## config.mk

```make
export PLATFORM = sky130hd
export DESIGN_NAME = dbc_port_fsm_array
export DESIGN_NICKNAME = d
export VERILOG_FILES = /design/src/rtl/dbc_port_fsm_array.sv
export SDC_FILE = /design/constraint.sdc
export NUM_CORES = 1
export LEC_CHECK = 0
export ABC_CLOCK_PERIOD_IN_PS = 5000
export CORE_MARGIN = 5
export CORE_UTILIZATION = 40
export DETAILED_ROUTE_END_ITERATION = 7
export SETUP_SLACK_MARGIN = 0.3
export SKIP_LAST_GASP = 1
export SLEW_MARGIN = 20
export SYNTH_ARGS = -nofsm -noshare
export SYNTH_HDL_FRONTEND = slang
export SYNTH_SLANG_ARGS = --single-unit
```

## constraint.sdc

```tcl
create_clock -name clock -period 5 [get_ports clock]
set_input_delay 0.5 -clock clock [delete_from_list [all_inputs] [get_ports clock]]
set_output_delay 0.5 -clock clock [all_outputs]
set_load 0.02 [all_outputs]
```

## src/rtl/dbc_port_fsm_array.sv

```systemverilog
// -----------------------------------------------------------------------------
// dbc_port_fsm_array
//
// Purpose:
//   NUM_PORTS independent DbC port state machines that share one clock and one
//   DbC enable. Each port has a reset-timeout timer, a saturating error counter
//   and registered state outputs. The transfer engine uses `configured` to gate
//   traffic on each port.
//
// Optional feature:
//   Define DBC_STATE_CHANGE_IRQ_EN to add irq_clr/irq. These give a sticky
//   per-port interrupt that sets on any port_state change.
//
// Ports:
//   clock          block clock; all state updates happen on the rising edge
//   reset_n        asynchronous active-low reset
//   dce            DbC enable, common to all ports
//   csc, plc, prc, ped, cec, reset_rcvd, set_config_ok, enum_error,
//   deconfigure    per-port event/status inputs, [NUM_PORTS]
//   port_state     current state; port i occupies bits [5i+4:5i]
//   configured     1 while the port is in CONFIGURED
//   timeout_err    1-cycle pulse when a port's reset timer expires
//   err_count      per-port saturating count of entries into ERROR
//   irq_clr / irq  (DBC_STATE_CHANGE_IRQ_EN only) sticky state-change irq
// -----------------------------------------------------------------------------
module dbc_port_fsm_array #(
    parameter int NUM_PORTS     = 2,
    parameter int RESET_TIMEOUT = 1024,
    parameter int TIMER_W       = 12,
    parameter int ERR_CNT_W     = 4
) (
    input  logic                           clock,
    input  logic                           reset_n,
    input  logic                           dce,
    input  logic [NUM_PORTS-1:0]           csc,
    input  logic [NUM_PORTS-1:0]           plc,
    input  logic [NUM_PORTS-1:0]           prc,
    input  logic [NUM_PORTS-1:0]           ped,
    input  logic [NUM_PORTS-1:0]           cec,
    input  logic [NUM_PORTS-1:0]           reset_rcvd,
    input  logic [NUM_PORTS-1:0]           set_config_ok,
    input  logic [NUM_PORTS-1:0]           enum_error,
    input  logic [NUM_PORTS-1:0]           deconfigure,
`ifdef DBC_STATE_CHANGE_IRQ_EN
    input  logic [NUM_PORTS-1:0]           irq_clr,
    output logic [NUM_PORTS-1:0]           irq,
`endif
    output logic [5*NUM_PORTS-1:0]         port_state,
    output logic [NUM_PORTS-1:0]           configured,
    output logic [NUM_PORTS-1:0]           timeout_err,
    output logic [ERR_CNT_W*NUM_PORTS-1:0] err_count
);

    typedef enum logic [4:0] {
        ST_OFF          = 5'b00000,
        ST_DISCONNECTED = 5'b10000,
        ST_DISABLED     = 5'b10001,
        ST_ENABLED      = 5'b10010,
        ST_RESETTING    = 5'b11010,
        ST_ERROR        = 5'b11000,
        ST_CONFIGURED   = 5'b11101
    } port_state_e;

    localparam logic [TIMER_W-1:0]   TIMER_LAST = TIMER_W'(RESET_TIMEOUT - 1);
    localparam logic [TIMER_W-1:0]   TIMER_ZERO = {TIMER_W{1'b0}};
    localparam logic [ERR_CNT_W-1:0] ERR_ZERO   = {ERR_CNT_W{1'b0}};

    // Saturating increment: the counter sticks at all-ones instead of wrapping.
    function automatic logic [ERR_CNT_W-1:0] sat_inc(input logic [ERR_CNT_W-1:0] v);
        logic [ERR_CNT_W-1:0] r;
        if (v == {ERR_CNT_W{1'b1}}) begin
            r = v;
        end else begin
            r = v + ERR_CNT_W'(1);
        end
        return r;
    endfunction

    port_state_e          state_r      [NUM_PORTS];
    port_state_e          state_next_s [NUM_PORTS];
    logic [TIMER_W-1:0]   timer_r      [NUM_PORTS];
    logic [TIMER_W-1:0]   timer_next_s [NUM_PORTS];
    logic [ERR_CNT_W-1:0] err_r        [NUM_PORTS];
    logic [ERR_CNT_W-1:0] err_next_s   [NUM_PORTS];
    logic [NUM_PORTS-1:0] configured_r;
    logic [NUM_PORTS-1:0] configured_next_s;
    logic [NUM_PORTS-1:0] timeout_r;
    logic [NUM_PORTS-1:0] timeout_next_s;

    // Per-port next-state, timer, error-count and output-pulse logic.
    always_comb begin
        for (int i = 0; i < NUM_PORTS; i++) begin
            state_next_s[i]      = state_r[i];
            timer_next_s[i]      = timer_r[i];
            err_next_s[i]        = err_r[i];
            timeout_next_s[i]    = 1'b0;
            configured_next_s[i] = 1'b0;

            if (!dce) begin
                // Disable overrides everything; error history is kept.
                state_next_s[i] = ST_OFF;
                timer_next_s[i] = TIMER_ZERO;
            end else begin
                case (state_r[i])
                    ST_OFF: begin
                        state_next_s[i] = ST_DISCONNECTED;
                    end
                    ST_DISCONNECTED: begin
                        if (csc[i]) begin
                            state_next_s[i] = ST_ENABLED;
                        end else begin
                            state_next_s[i] = ST_DISCONNECTED;
                        end
                    end
                    ST_DISABLED: begin
                        if (csc[i]) begin
                            state_next_s[i] = ST_DISCONNECTED;
                        end else if (ped[i]) begin
                            state_next_s[i] = ST_ENABLED;
                        end else begin
                            state_next_s[i] = ST_DISABLED;
                        end
                    end
                    ST_ENABLED: begin
                        if (csc[i]) begin
                            state_next_s[i] = ST_DISCONNECTED;
                        end else if (!ped[i] || cec[i] || plc[i]) begin
                            state_next_s[i] = ST_DISABLED;
                        end else if (enum_error[i]) begin
                            state_next_s[i] = ST_ERROR;
                            err_next_s[i]   = sat_inc(err_r[i]);
                        end else if (reset_rcvd[i]) begin
                            state_next_s[i] = ST_RESETTING;
                            timer_next_s[i] = TIMER_ZERO;
                        end else if (set_config_ok[i]) begin
                            state_next_s[i] = ST_CONFIGURED;
                        end else begin
                            state_next_s[i] = ST_ENABLED;
                        end
                    end
                    ST_RESETTING: begin
                        // prc is checked before the timeout, so a completion
                        // on the final cycle wins and no pulse is produced.
                        if (csc[i]) begin
                            state_next_s[i] = ST_DISCONNECTED;
                        end else if (!ped[i]) begin
                            state_next_s[i] = ST_DISABLED;
                        end else if (prc[i]) begin
                            state_next_s[i] = ST_ENABLED;
                        end else if (timer_r[i] == TIMER_LAST) begin
                            state_next_s[i]   = ST_ERROR;
                            timeout_next_s[i] = 1'b1;
                            err_next_s[i]     = sat_inc(err_r[i]);
                        end else begin
                            state_next_s[i] = ST_RESETTING;
                            timer_next_s[i] = timer_r[i] + TIMER_W'(1);
                        end
                    end
                    ST_ERROR: begin
                        if (csc[i]) begin
                            state_next_s[i] = ST_DISCONNECTED;
                        end else if (!ped[i]) begin
                            state_next_s[i] = ST_DISABLED;
                        end else if (reset_rcvd[i]) begin
                            state_next_s[i] = ST_RESETTING;
                            timer_next_s[i] = TIMER_ZERO;
                        end else begin
                            state_next_s[i] = ST_ERROR;
                        end
                    end
                    ST_CONFIGURED: begin
                        if (csc[i]) begin
                            state_next_s[i] = ST_DISCONNECTED;
                        end else if (!ped[i]) begin
                            state_next_s[i] = ST_DISABLED;
                        end else if (reset_rcvd[i]) begin
                            state_next_s[i] = ST_RESETTING;
                            timer_next_s[i] = TIMER_ZERO;
                        end else if (deconfigure[i]) begin
                            state_next_s[i] = ST_ENABLED;
                        end else begin
                            state_next_s[i] = ST_CONFIGURED;
                        end
                    end
                    default: begin
                        // Unused encodings recover to OFF.
                        state_next_s[i] = ST_OFF;
                    end
                endcase
            end

            // Derived from the next state so it lines up with port_state.
            configured_next_s[i] = (state_next_s[i] == ST_CONFIGURED);
        end
    end

    // State, timer, counter and registered-output flops for every port.
    always_ff @(posedge clock or negedge reset_n) begin
        if (!reset_n) begin
            for (int i = 0; i < NUM_PORTS; i++) begin
                state_r[i] <= ST_OFF;
                timer_r[i] <= TIMER_ZERO;
                err_r[i]   <= ERR_ZERO;
            end
            configured_r <= {NUM_PORTS{1'b0}};
            timeout_r    <= {NUM_PORTS{1'b0}};
        end else begin
            for (int i = 0; i < NUM_PORTS; i++) begin
                state_r[i] <= state_next_s[i];
                timer_r[i] <= timer_next_s[i];
                err_r[i]   <= err_next_s[i];
            end
            configured_r <= configured_next_s;
            timeout_r    <= timeout_next_s;
        end
    end

`ifdef DBC_STATE_CHANGE_IRQ_EN
    logic [NUM_PORTS-1:0] irq_r;
    logic [NUM_PORTS-1:0] irq_next_s;

    // Sticky irq: a state change in the same cycle as a clear keeps it set.
    always_comb begin
        irq_next_s = irq_r & ~irq_clr;
        for (int i = 0; i < NUM_PORTS; i++) begin
            if (state_next_s[i] != state_r[i]) begin
                irq_next_s[i] = 1'b1;
            end else begin
                irq_next_s[i] = irq_r[i] & ~irq_clr[i];
            end
        end
    end

    // Interrupt register.
    always_ff @(posedge clock or negedge reset_n) begin
        if (!reset_n) begin
            irq_r <= {NUM_PORTS{1'b0}};
        end else begin
            irq_r <= irq_next_s;
        end
    end

    assign irq = irq_r;
`endif

    genvar g;
    generate
        for (g = 0; g < NUM_PORTS; g++) begin : g_out
            assign port_state[5*g +: 5]                = state_r[g];
            assign err_count[ERR_CNT_W*g +: ERR_CNT_W] = err_r[g];
        end
    endgenerate

    assign configured  = configured_r;
    assign timeout_err = timeout_r;

endmodule
```

==> results.yml <==
synth:
  synth.area.top_cells: "dfrtp_1 39%, a21oi_1 3.5%, nand2_1 3.4%"
  syn_area_mm2: 0.002985
  ys.flop_type: "dfrtp_1"
  synth_cells: 343
  synth_top_area_share_pct: 38.56
  synth_top_family_by_area: "simple AND/OR/NAND/NOR gates"
  avgSynthCellArea_um2: 8.704
  ys_ff_latch: 46
  synthXorXnorAreaFrac_pct: 2.347
  async_flop_share_pct: 100.0
  synth_compound_area_share_pct: 21.92
  synth_cell_types: 61
  synth-seq-area-share_pct: 38.56
  yosys.area_share.adder_pct: 1.676
  muxShareOfSynthArea_pct: 1.844
  yosysTopAreaCell: "dfrtp_1"
  yosysWarnings: 0
  synth-simple-area-share_pct: 28.50
  syn-num-nets: 368
  synth_edf_count: 0
cts:
  post_cts_buffers: 0
  cts_root_buf: "clkbuf_8"
  cts_tree: "done"
  ctsResizeCount: 0
  max-clock-path-buffers: 2
  clk_latency_ps: 290
  cts_made_buffers: 5
  clk_pin_slew_ps: 90
  hold_buffers: 0
  h-tree-depth: 2
  clock-sinks: 46
die:
  io_pins: 43
  rows: 31
  die_h_um: 96.39
  core-area_mm2: 0.007253
  initial_core_util_pct: 41.16
  die_area_mm2: 0.009291
  die_w_um: 96.39
routing:
  drt-initial-drc-count: 168
  vias: 2794
  avgViaCountPerCell: 5.895
  ant_nets: 0
  firstDrtPassIters: 4
  routed_wl_um: 7648
  drc: 0
  wl_per_cell_um: 16.14
sta:
  fin_crit_sh_pct: 55.39
  whs_ps: 279.6
  skew_ps: 5.952
  fin_setup_tns_ps: 0
  fmax_mhz: 361.1
  worst_slew_pin_slew_ps: 907.2
  hold_viol: 0
  setup_viol: 0
  period_needed_ps: 2769
  rsz0062_at_grt: "false"
  drv_slew: 0
  maxSlewHeadroom_pct: 39.52
global_routing:
  antenna_found_initial: 0
  gr-total-overflow: 0
  grt_pass1_wl_um: 13010
  grtUsageTotal_pct: 17.47
  grt_pass1_vias: 2625
  grt_max_degree: 47
power:
  ir_drop_v: 0.0001168
  powerDensity_mw_per_mm2: 195.8
  leakage_nw: 1.396
  total_power_w: 0.0006931
finish:
  final_common_cell: "dfrtp_1"
  fill_cells: 702
  fin_cells: 474
  final_area_mm2: 0.003541
  final_cell_mix: "46 x dfrtp_1, 41 x clkdlybuf4s50_1, 27 x nand2_1, 21 x a21oi_1, 19 x inv_1"
  nNetsFinal: 399
  diodes: 0
  layout-drive-gt1-share_pct: 6.400
  syn2layout_area_growth_pct: 18.61
place:
  placed_area_mm2: 0.003450
  dp_cells: 466
  dp_hpwl_um: 5359
  gp_congestion: 0.9323
  port_buffers: 42
setup_path:
  start_kind: "flip-flop"
  arrival_ps: 2990
  required_ps: 5220
  crit_path_end_kind: "flip-flop"
  crit_path_max_fanout: 23
  critPathKind: "reg -> reg"
status:
  run_status: "completed"
min_path:
  min_path_type: "in -> async"
run:
  drv_cap: 0
==> synthesized netlist by cell type, drive strengths merged, types with 6 or more instances <==
cell type   n
nand4      11
or4         9
a21oi      21
dfrtp      46
nor3       11
and3       12
nand2      27
inv        19
nand3      15
clkbuf     14
o21ai      16
nor2       17
o211ai      7
a31oi      12
nor2b       6
o31ai       7
==> registers in the layout, indices dropped and copies added, names as in the netlist <==
name	flops
timer_r	24
port_state	10
err_count	8
configured	2
timeout_err	2
==> cell type report <==
class | instances | area, um2 | share of cell area, %
multi-input combinational | 259 | 1680 | 47.46
sequential | 46 | 1151 | 32.51
timing repair buffer | 43 | 422.9 | 11.94
tap | 99 | 123.9 | 3.498
clock buffer | 7 | 86.33 | 2.438
inverter | 19 | 71.32 | 2.014
clock inverter | 1 | 5.005 | 0.1413
==> kinds of logic (layout without fill, tap and decap cells) <==
| family | Yosys count | in the layout |
|---|---|---|
| adders and majority gates | 4 | 4 |
| and+or+nand+nor | 146 | 146 |
| muxes | 5 | 5 |
| buffers and inverters | 38 | 70 |
| AOI/OAI and AO/OA | 96 | 96 |
| xor gates and xnor gates | 8 | 8 |
| DFF | 46 | 46 |
==> layer usage <==
layer	share of wire, %	up-vias	global-route usage, %
li1	-	1360	-
met1	50	1351	25.71
met2	44	75	26.68
met3	4.9	8	2.634
met4	0.97	0	4.790
met5	0	-	0
==> report_power, final <==
group	switching, W	internal, W	total (W)	leakage [nW]
sequential	0.00000696	0.000375	0.000382	0.637
clock	0.000122	0.000112	0.000234	0.0482
combinational	0.0000442	0.0000338	0.0000780	0.710
==> critical path, stage by stage, from the launching register on <==
cell	delay [ps]
dfrtp_1	780
nor4bb_1	560
mux2_2	270
o221ai_2	350
or4_1	590
a21oi_1	150
==> final timing paths <==
| path | slack, ps | endpoint | cells past startpoint | startpoint |
|---|---|---|---|---|
| max in group asynchronous | 4290 | timer_r[8] | 2 | reset_n |
| min in group clock | 510 | err_count[7] | 1 | err_count[7] |
| min | 280 | err_count[0] | 2 | reset_n |
| max reg2reg | 2230 | timer_r[21] | 5 | port_state[3] |
| max | 2230 | timer_r[21] | 5 | port_state[3] |
| min reg2reg | 510 | err_count[7] | 1 | err_count[7] |
==> per-stage QoR <==
stage                     utilization [%]  worst slack (ps)
after floorplan                         -              2786
after global placement              47.56              2008
after detailed placement            47.56              1918
after CTS                           48.82              2249
after global routing                48.82              2030
final                               48.82              2231
(Power assumes the default switching activity.)
